===== src/rtl/pcm_bank_router.sv =====
// pcm_bank_router: maps one PCM sample-ROM request stream onto NBANK SDRAM
// slot ports. It has a registered request/ack FSM, a one-entry read cache,
// a FILL response for out-of-range addresses and a per-access timeout.
module pcm_bank_router #(
  parameter int unsigned    NBANK   = 3,
  parameter int unsigned    BANK_AW = 22,
  parameter int unsigned    AW      = 24,
  parameter int unsigned    DW      = 8,
  parameter int unsigned    TMO     = 255,
  parameter logic [DW-1:0]  FILL    = '0
) (
  input  logic                     CLK,
  input  logic                     RESET_N,
  input  logic                     REQ,
  input  logic [AW-1:0]            ADDR,
  input  logic                     FLUSH,
  output logic [DW-1:0]            DOUT,
  output logic                     VALID,
  output logic                     BUSY,
  output logic                     TMO_ERR,
  output logic [NBANK-1:0]         BANK_CS,
  output logic [NBANK*BANK_AW-1:0] BANK_ADDR,
  input  logic [NBANK-1:0]         BANK_OK,
  input  logic [NBANK*DW-1:0]      BANK_DOUT
);

  localparam int unsigned SW = (NBANK > 1) ? $clog2(NBANK) : 1;
  localparam int unsigned CW = $clog2(TMO + 1);
  // First address that falls beyond the last bank.
  localparam logic [AW:0] LIMIT = (AW+1)'(NBANK) << BANK_AW;

  typedef enum logic [0:0] {
    S_IDLE = 1'b0,
    S_WAIT = 1'b1
  } state_t;

  state_t state, state_d;

  // Latched access context and the one-entry cache.
  logic [SW-1:0]  bank_q, bank_d;
  logic [AW-1:0]  addr_q, addr_d;
  logic [CW-1:0]  cnt, cnt_d;
  logic           flushed, flushed_d;
  logic           cache_vld, cache_vld_d;
  logic [AW-1:0]  cache_addr, cache_addr_d;
  logic [DW-1:0]  cache_data, cache_data_d;

  // Next values of the registered outputs.
  logic [DW-1:0]            dout_d;
  logic                     valid_d;
  logic                     busy_d;
  logic                     tmo_err_d;
  logic [NBANK-1:0]         cs_d;
  logic [NBANK*BANK_AW-1:0] bank_addr_d;

  // Request decode.
  logic [SW-1:0]      req_bank;
  logic [BANK_AW-1:0] req_off;
  logic               req_oor;
  logic               req_hit;

  assign req_bank = SW'(ADDR >> BANK_AW);
  assign req_off  = ADDR[BANK_AW-1:0];
  assign req_oor  = {1'b0, ADDR} >= LIMIT;
  assign req_hit  = cache_vld && (ADDR == cache_addr) && !FLUSH;

  // Response of the bank owning the pending access; other banks are ignored.
  logic          sel_ok;
  logic [DW-1:0] sel_dout;

  // Pick OK/data of the latched bank.
  always_comb begin
    sel_ok   = 1'b0;
    sel_dout = '0;
    for (int unsigned i = 0; i < NBANK; i++) begin
      if (bank_q == SW'(i)) begin
        sel_ok   = BANK_OK[i];
        sel_dout = BANK_DOUT[i*DW +: DW];
      end
    end
  end

  // Next-state and registered-output logic.
  always_comb begin
    state_d      = state;
    bank_d       = bank_q;
    addr_d       = addr_q;
    cnt_d        = cnt;
    flushed_d    = flushed;
    cache_vld_d  = cache_vld;
    cache_addr_d = cache_addr;
    cache_data_d = cache_data;
    dout_d       = DOUT;
    valid_d      = 1'b0;
    busy_d       = 1'b0;
    tmo_err_d    = 1'b0;
    cs_d         = BANK_CS;
    bank_addr_d  = BANK_ADDR;

    if (FLUSH) begin
      cache_vld_d = 1'b0;
    end

    case (state)
      S_IDLE: begin
        cs_d = '0;
        if (REQ) begin
          if (req_hit) begin
            valid_d = 1'b1;
            dout_d  = cache_data;
          end else if (req_oor) begin
            valid_d = 1'b1;
            dout_d  = FILL;
          end else begin
            bank_d    = req_bank;
            addr_d    = ADDR;
            cnt_d     = '0;
            flushed_d = 1'b0;
            cs_d      = NBANK'(1) << req_bank;
            busy_d    = 1'b1;
            state_d   = S_WAIT;
            for (int unsigned i = 0; i < NBANK; i++) begin
              if (req_bank == SW'(i)) begin
                bank_addr_d[i*BANK_AW +: BANK_AW] = req_off;
              end
            end
          end
        end
      end

      S_WAIT: begin
        busy_d = 1'b1;
        if (FLUSH) begin
          flushed_d = 1'b1;
        end
        if (sel_ok) begin
          valid_d = 1'b1;
          dout_d  = sel_dout;
          cs_d    = '0;
          busy_d  = 1'b0;
          state_d = S_IDLE;
          if (!flushed && !FLUSH) begin
            cache_vld_d  = 1'b1;
            cache_addr_d = addr_q;
            cache_data_d = sel_dout;
          end
        end else if (cnt == CW'(TMO - 1)) begin
          valid_d   = 1'b1;
          tmo_err_d = 1'b1;
          dout_d    = FILL;
          cs_d      = '0;
          busy_d    = 1'b0;
          state_d   = S_IDLE;
        end else begin
          cnt_d = cnt + CW'(1);
        end
      end

      default: begin
        state_d = S_IDLE;
        cs_d    = '0;
      end
    endcase
  end

  // State, context and output registers.
  always_ff @(posedge CLK or negedge RESET_N) begin
    if (!RESET_N) begin
      state      <= S_IDLE;
      bank_q     <= '0;
      addr_q     <= '0;
      cnt        <= '0;
      flushed    <= 1'b0;
      cache_vld  <= 1'b0;
      cache_addr <= '0;
      cache_data <= '0;
      DOUT       <= '0;
      VALID      <= 1'b0;
      BUSY       <= 1'b0;
      TMO_ERR    <= 1'b0;
      BANK_CS    <= '0;
      BANK_ADDR  <= '0;
    end else begin
      state      <= state_d;
      bank_q     <= bank_d;
      addr_q     <= addr_d;
      cnt        <= cnt_d;
      flushed    <= flushed_d;
      cache_vld  <= cache_vld_d;
      cache_addr <= cache_addr_d;
      cache_data <= cache_data_d;
      DOUT       <= dout_d;
      VALID      <= valid_d;
      BUSY       <= busy_d;
      TMO_ERR    <= tmo_err_d;
      BANK_CS    <= cs_d;
      BANK_ADDR  <= bank_addr_d;
    end
  end

endmodule

===== config.mk =====
export PLATFORM = sky130hd
export DESIGN_NAME = pcm_bank_router
export DESIGN_NICKNAME = d
export VERILOG_FILES = /design/src/rtl/pcm_bank_router.sv
export SDC_FILE = /design/constraint.sdc
export NUM_CORES = 1
export LEC_CHECK = 0
export ABC_AREA = 1
export BUFFER_PORTS_ARGS = -buffer_cell sky130_fd_sc_hd__buf_2
export CAP_MARGIN = 20
export CORE_ASPECT_RATIO = 0.7
export CORE_MARGIN = 2
export CORE_UTILIZATION = 35
export DETAILED_ROUTE_END_ITERATION = 6
export GPL_ROUTABILITY_DRIVEN = 0
export SLEW_MARGIN = 40
export SYNTH_ARGS = -nofsm -noshare
export SYNTH_HDL_FRONTEND = slang
export SYNTH_SLANG_ARGS = --single-unit

===== constraint.sdc =====
create_clock -name CLK -period 3.1 [get_ports CLK]
set_input_delay 0.31 -clock CLK [delete_from_list [all_inputs] [get_ports CLK]]
set_output_delay 0.31 -clock CLK [all_outputs]
set_load 0.005 [all_outputs]

# After elaboration in Yosys (flattened, before gate mapping)
# Index checks and enable logic that the tools add are counted.
# word_totals
reg_bits,148
inputBits,55
out_inout_bits,80
word_cells,97
# op_classes
magnitude_cmp,1
n_reduce_logical,15
n_addsub,1
shift,1
bitwise,3
muxes,47
eq_ne,14
# ops
cell,count
8-bit two-way mux,13
8-bit one-hot mux with 2 select lines,2
24-bit == test,1
24-bit greater-or-equal comparator (second input constant),1
1-bit two-way mux,23
5-bit AND reduction,4
3-bit two-way mux,5
2-bit != test (second input constant),6
8-bit by 1-bit adder with 8-bit output (second input constant),1
8-bit == test (second input constant),1
4-bit AND reduction,2
1-bit one-hot mux with 2 select lines,3
3-bit one-hot mux with 2 select lines,1
3-bit AND reduction,2
2-bit by 1-bit == test with 1-bit output (second input constant),2
2-bit == test (second input constant),2
2-bit logical NOT,2
1-bit logical AND,3
3-bit by 1-bit != test with 1-bit output (second input constant),1
3-bit != test (second input constant),1
1-bit inverter,3
1-bit by 2-bit left shift with 3-bit output (first input constant),1
1-bit logical NOT,2

# Depth between registers and ports, before layout
# depth
depth_word,6
depth_mapped,13
mapped_depth_nobuf,12

# Worst setup path before layout
# No wires, ideal clock.
# synth_path
kind,register to register
from,reg state
to,reg cache_addr[17]
synth_period_minus_slack_ns,1.639
setup_time_ns,0.130
t_arrival_ns,1.509
n_path_buf,3
path_stages_with_launch,10
slack_ns,1.461
cell_sequence,dfrtp_1 > buf_2 > inv_1 > or2_2 > nor2_1 > nand2_1 > buf_2 > buf_2 > nand2_1 > o21ai_0
# synth_between
elab_chain_len,1
# synth_lines
item,line,rtl
start: declaration,37,"state_t state, state_d;"
start signal: assignment,184,state <= state_d;
3-bit AND reduction (no source line),-,
end signal: assignment,190,cache_addr <= cache_addr_d;
end: declaration,45,"logic [AW-1:0] cache_addr, cache_addr_d;"
# No other way between the ends.
# A chain may end at the register's enable or synchronous reset.

# Worst setup path after layout
# layout_path
from,reg state
to,reg cache_addr[12]
# The elaborated chain is that of the path after synthesis.

==> metrics.txt <==
CP Capture Type register; routed via count 5132; antenna diode count 0; DR DRC count 0; PwrDens 979.2 nW/µm²; drt first pass iters 5; placed insts 1106; CP cell instances inv_1, or2_2, nor2_1, nand2_1, buf_4, nand2_1, o21ai_0; Hold Startpoint ADDR[1]; Critical Path RT 3.39 ns; P_int 5.125 mW; Ports 135; Most common cell on crit path nand2_1; H-tree depth 4; Setup Crit Path Kind register to register; clock root buffer clkbuf_16; CTS tree done; final wirelength 16.14 mm; Antenna Nets Post-Route 0; post-CTS sizing 0; total die area 19730 µm²; setup TNS 0 ns; Synth Flop Type dfrtp_1; number of CTS-inserted buffers 17; startpoint types register; Tightest Pin Transition 0.6873 ns; unique cell type count in the Yosys netlist 28; critical-path maximum fanout 46; Syn Std Cell Area 6511 µm²; Reg2Reg Setup Slack 0.75 ns; grt total ovfl 0; crit path time final 2.354 ns; worst setup path startpoint state; global-route wire length before repair 26.27 mm; Die Ht 118.1 µm; Mean Syn Cell Area 8.601 µm²; Core Area 18110 µm²; commonest cells in the synthesized netlist 297 x nand2_1, 146 x dfrtp_1, 82 x o21ai_0, 68 x inv_1, 24 x o21ai_2; Clk pin slew, worst setup/hold paths 0.06 ns; leakage 4.289 nW; skew final 0.006311 ns; Clk pwr share 29.0%; fin area 8006 µm²; Post-synth EDFFs 0; hpwl dp 11.57 mm; sequential share of power 41.0%; max_slew headroom 54.18%; FP Rows 41; Hold Crit Class input port to register; later-pin clock latency in the skew report 0.42 ns; initial antenna violation count 1; worst vdd ir 423.2 µV; post-synthesis sequential element count 146; yosys warns 0; max-slew violation count 0; starting density of the core 35.96%; Tot Pwr 7.840 mW; FF-to-FF Start state; combinational power share 30.0%; Sw Pwr 2.715 mW; Final nets 947; Max Buffers Root-to-Sink 2; Layout area overhead 22.96%; Setup violations, final 0; largest net degree at the start of global routing 84; Core Util, Final 44.21%; unrepaired setup endpoints after global routing false; largest cells by area after synthesis dfrtp_1 56%, nand2_1 17%, o21ai_0 6.3%; Post-Synthesis Cells 757; Net Sw Frac 34.63%; top-count cell post-synth nand2_1; Worst path slowest cell dfrtp_1; sequential element share of the synthesized area 56.11%; fin crit share 75.94%; status complete, no violations; slowest stage delay, CP 0.54 ns; Vias/cell 4.506; Max Cap Viol 0; layout cell share with drive strength beyond 1 25.25%; top cell type's share of synthesized area 56.11%; Post-CTS Setup Inserts 0; port bufs 134; Post-Syn Nets 814; DR WL/cell 14.17 µm; Die Wd 167.0 µm; vias in the first global route 4804; largest area contributor in the netlist dfrtp_1; gr usage total 17.01%; initial DRC count 448; Synth async-reset ratio 100.0%; final hold viol count 0; Worst EP arrival 2.64 ns; fmax 424.8 MHz; placed cell areas 7338 µm²; final std cells w/o fill 1139; Clock Sinks 146
==> cell families after synthesis <==
logic type | count (synthesis) | synth area share, %
AO/OA/AOI/OAI | 120 | 10.61
XOR/XNOR | 8 | 1.076
adder cells (fa/ha/maj) | 2 | 0.3843
buffers and inverters | 106 | 7.417
flip-flops | 146 | 56.11
AND/OR/NAND/NOR | 375 | 24.40
==> metrics by stage <==
stage	hold slack (ns)	setup WS (ns)
6_report	0.1361	0.7458
5_1_grt	0.1398	0.4993
4_1_cts	0.1205	0.7673
3_5_place_dp	0.4185	0.7825
3_3_place_gp	0.4212	0.7688
2_1_floorplan	0.01441	1.461
==> power by group through the flow <==
stage | clock, mW | sequential, mW | combinational (mW)
final | 2.27 | 3.21 | 2.36
after floorplan | 0 | 3.18 | 1.50
after CTS | 2.32 | 3.21 | 2.40
after detailed placement | 0 | 3.23 | 2.39
after global routing | 2.40 | 3.32 | 2.74
after global placement | 0 | 3.22 | 2.35
==> registers in the layout, indices dropped and copies added, names as in the netlist <==
name        count
BANK_ADDR      66
bank_q          2
state           1
TMO_ERR         1
VALID           1
addr_q         22
cache_addr     24
flushed         1
cnt             8
DOUT            8
cache_data      8
BANK_CS         3
cache_vld       1
==> area by class of cell <==
class                      instances  area [µm²]
fill                            1789       10100
sequential                       146        3654
multi-input combinational        505        2375
timing repair buffer             140       726.9
clock buffer                      17       425.4
inverter                          80       300.3
tap                              236       295.3
clock inverter                    15       230.2
==> final timing paths <==
check                                 end  cells after the start
hold / removal                  addr_q[1]                      3
setup reg to reg           cache_addr[12]                      7
hold reg to reg                   flushed                      2
max in group asynchronous   BANK_ADDR[45]                      3
min in group asynchronous      addr_q[12]                      2
setup / recovery           cache_addr[12]                      7
==> placed cells by master, fill, tap and decap left out, drive strengths merged <==
master,Yosys,final
a21oi,1,1
and2,1,1
buf,21,138
bufinv,0,5
clkbuf,5,18
clkinv,0,4
clkinvlp,0,3
dfrtp,146,146
dlygate4sd3,0,1
ha,2,2
inv,80,83
nand2,303,303
nand3,25,25
nand4,9,9
nor2,31,31
nor3,5,5
o21ai,119,119
or2,1,1
xnor2,3,3
xor2,5,5
==> critical path, delay by kind of cell, from the launching register on <==
kind / cells / cell delay, ns
AOI/OAI and AO/OA: 1 / 0.08
and+or+nand+nor: 4 / 0.87
DFF: 1 / 0.54
buffers and inverters: 2 / 0.71
==> metal layers <==
layer / vias up / track usage, % / routed length, µm
met2: 97 / 22.66 / 6340
met1: 2373 / 26.86 / 8797
met3: 18 / 3.531 / 767
met4: 2 / 5.819 / 219
li1: 2642 / - / -
met5: - / 0 / 11
==> timing repair <==
item                       4_1_cts  5_1_grt
hold endpoints to repair        80        0
setup endpoints to repair        0        0
hold buffers                     1        0
Power figures use the tool's default switching activity.
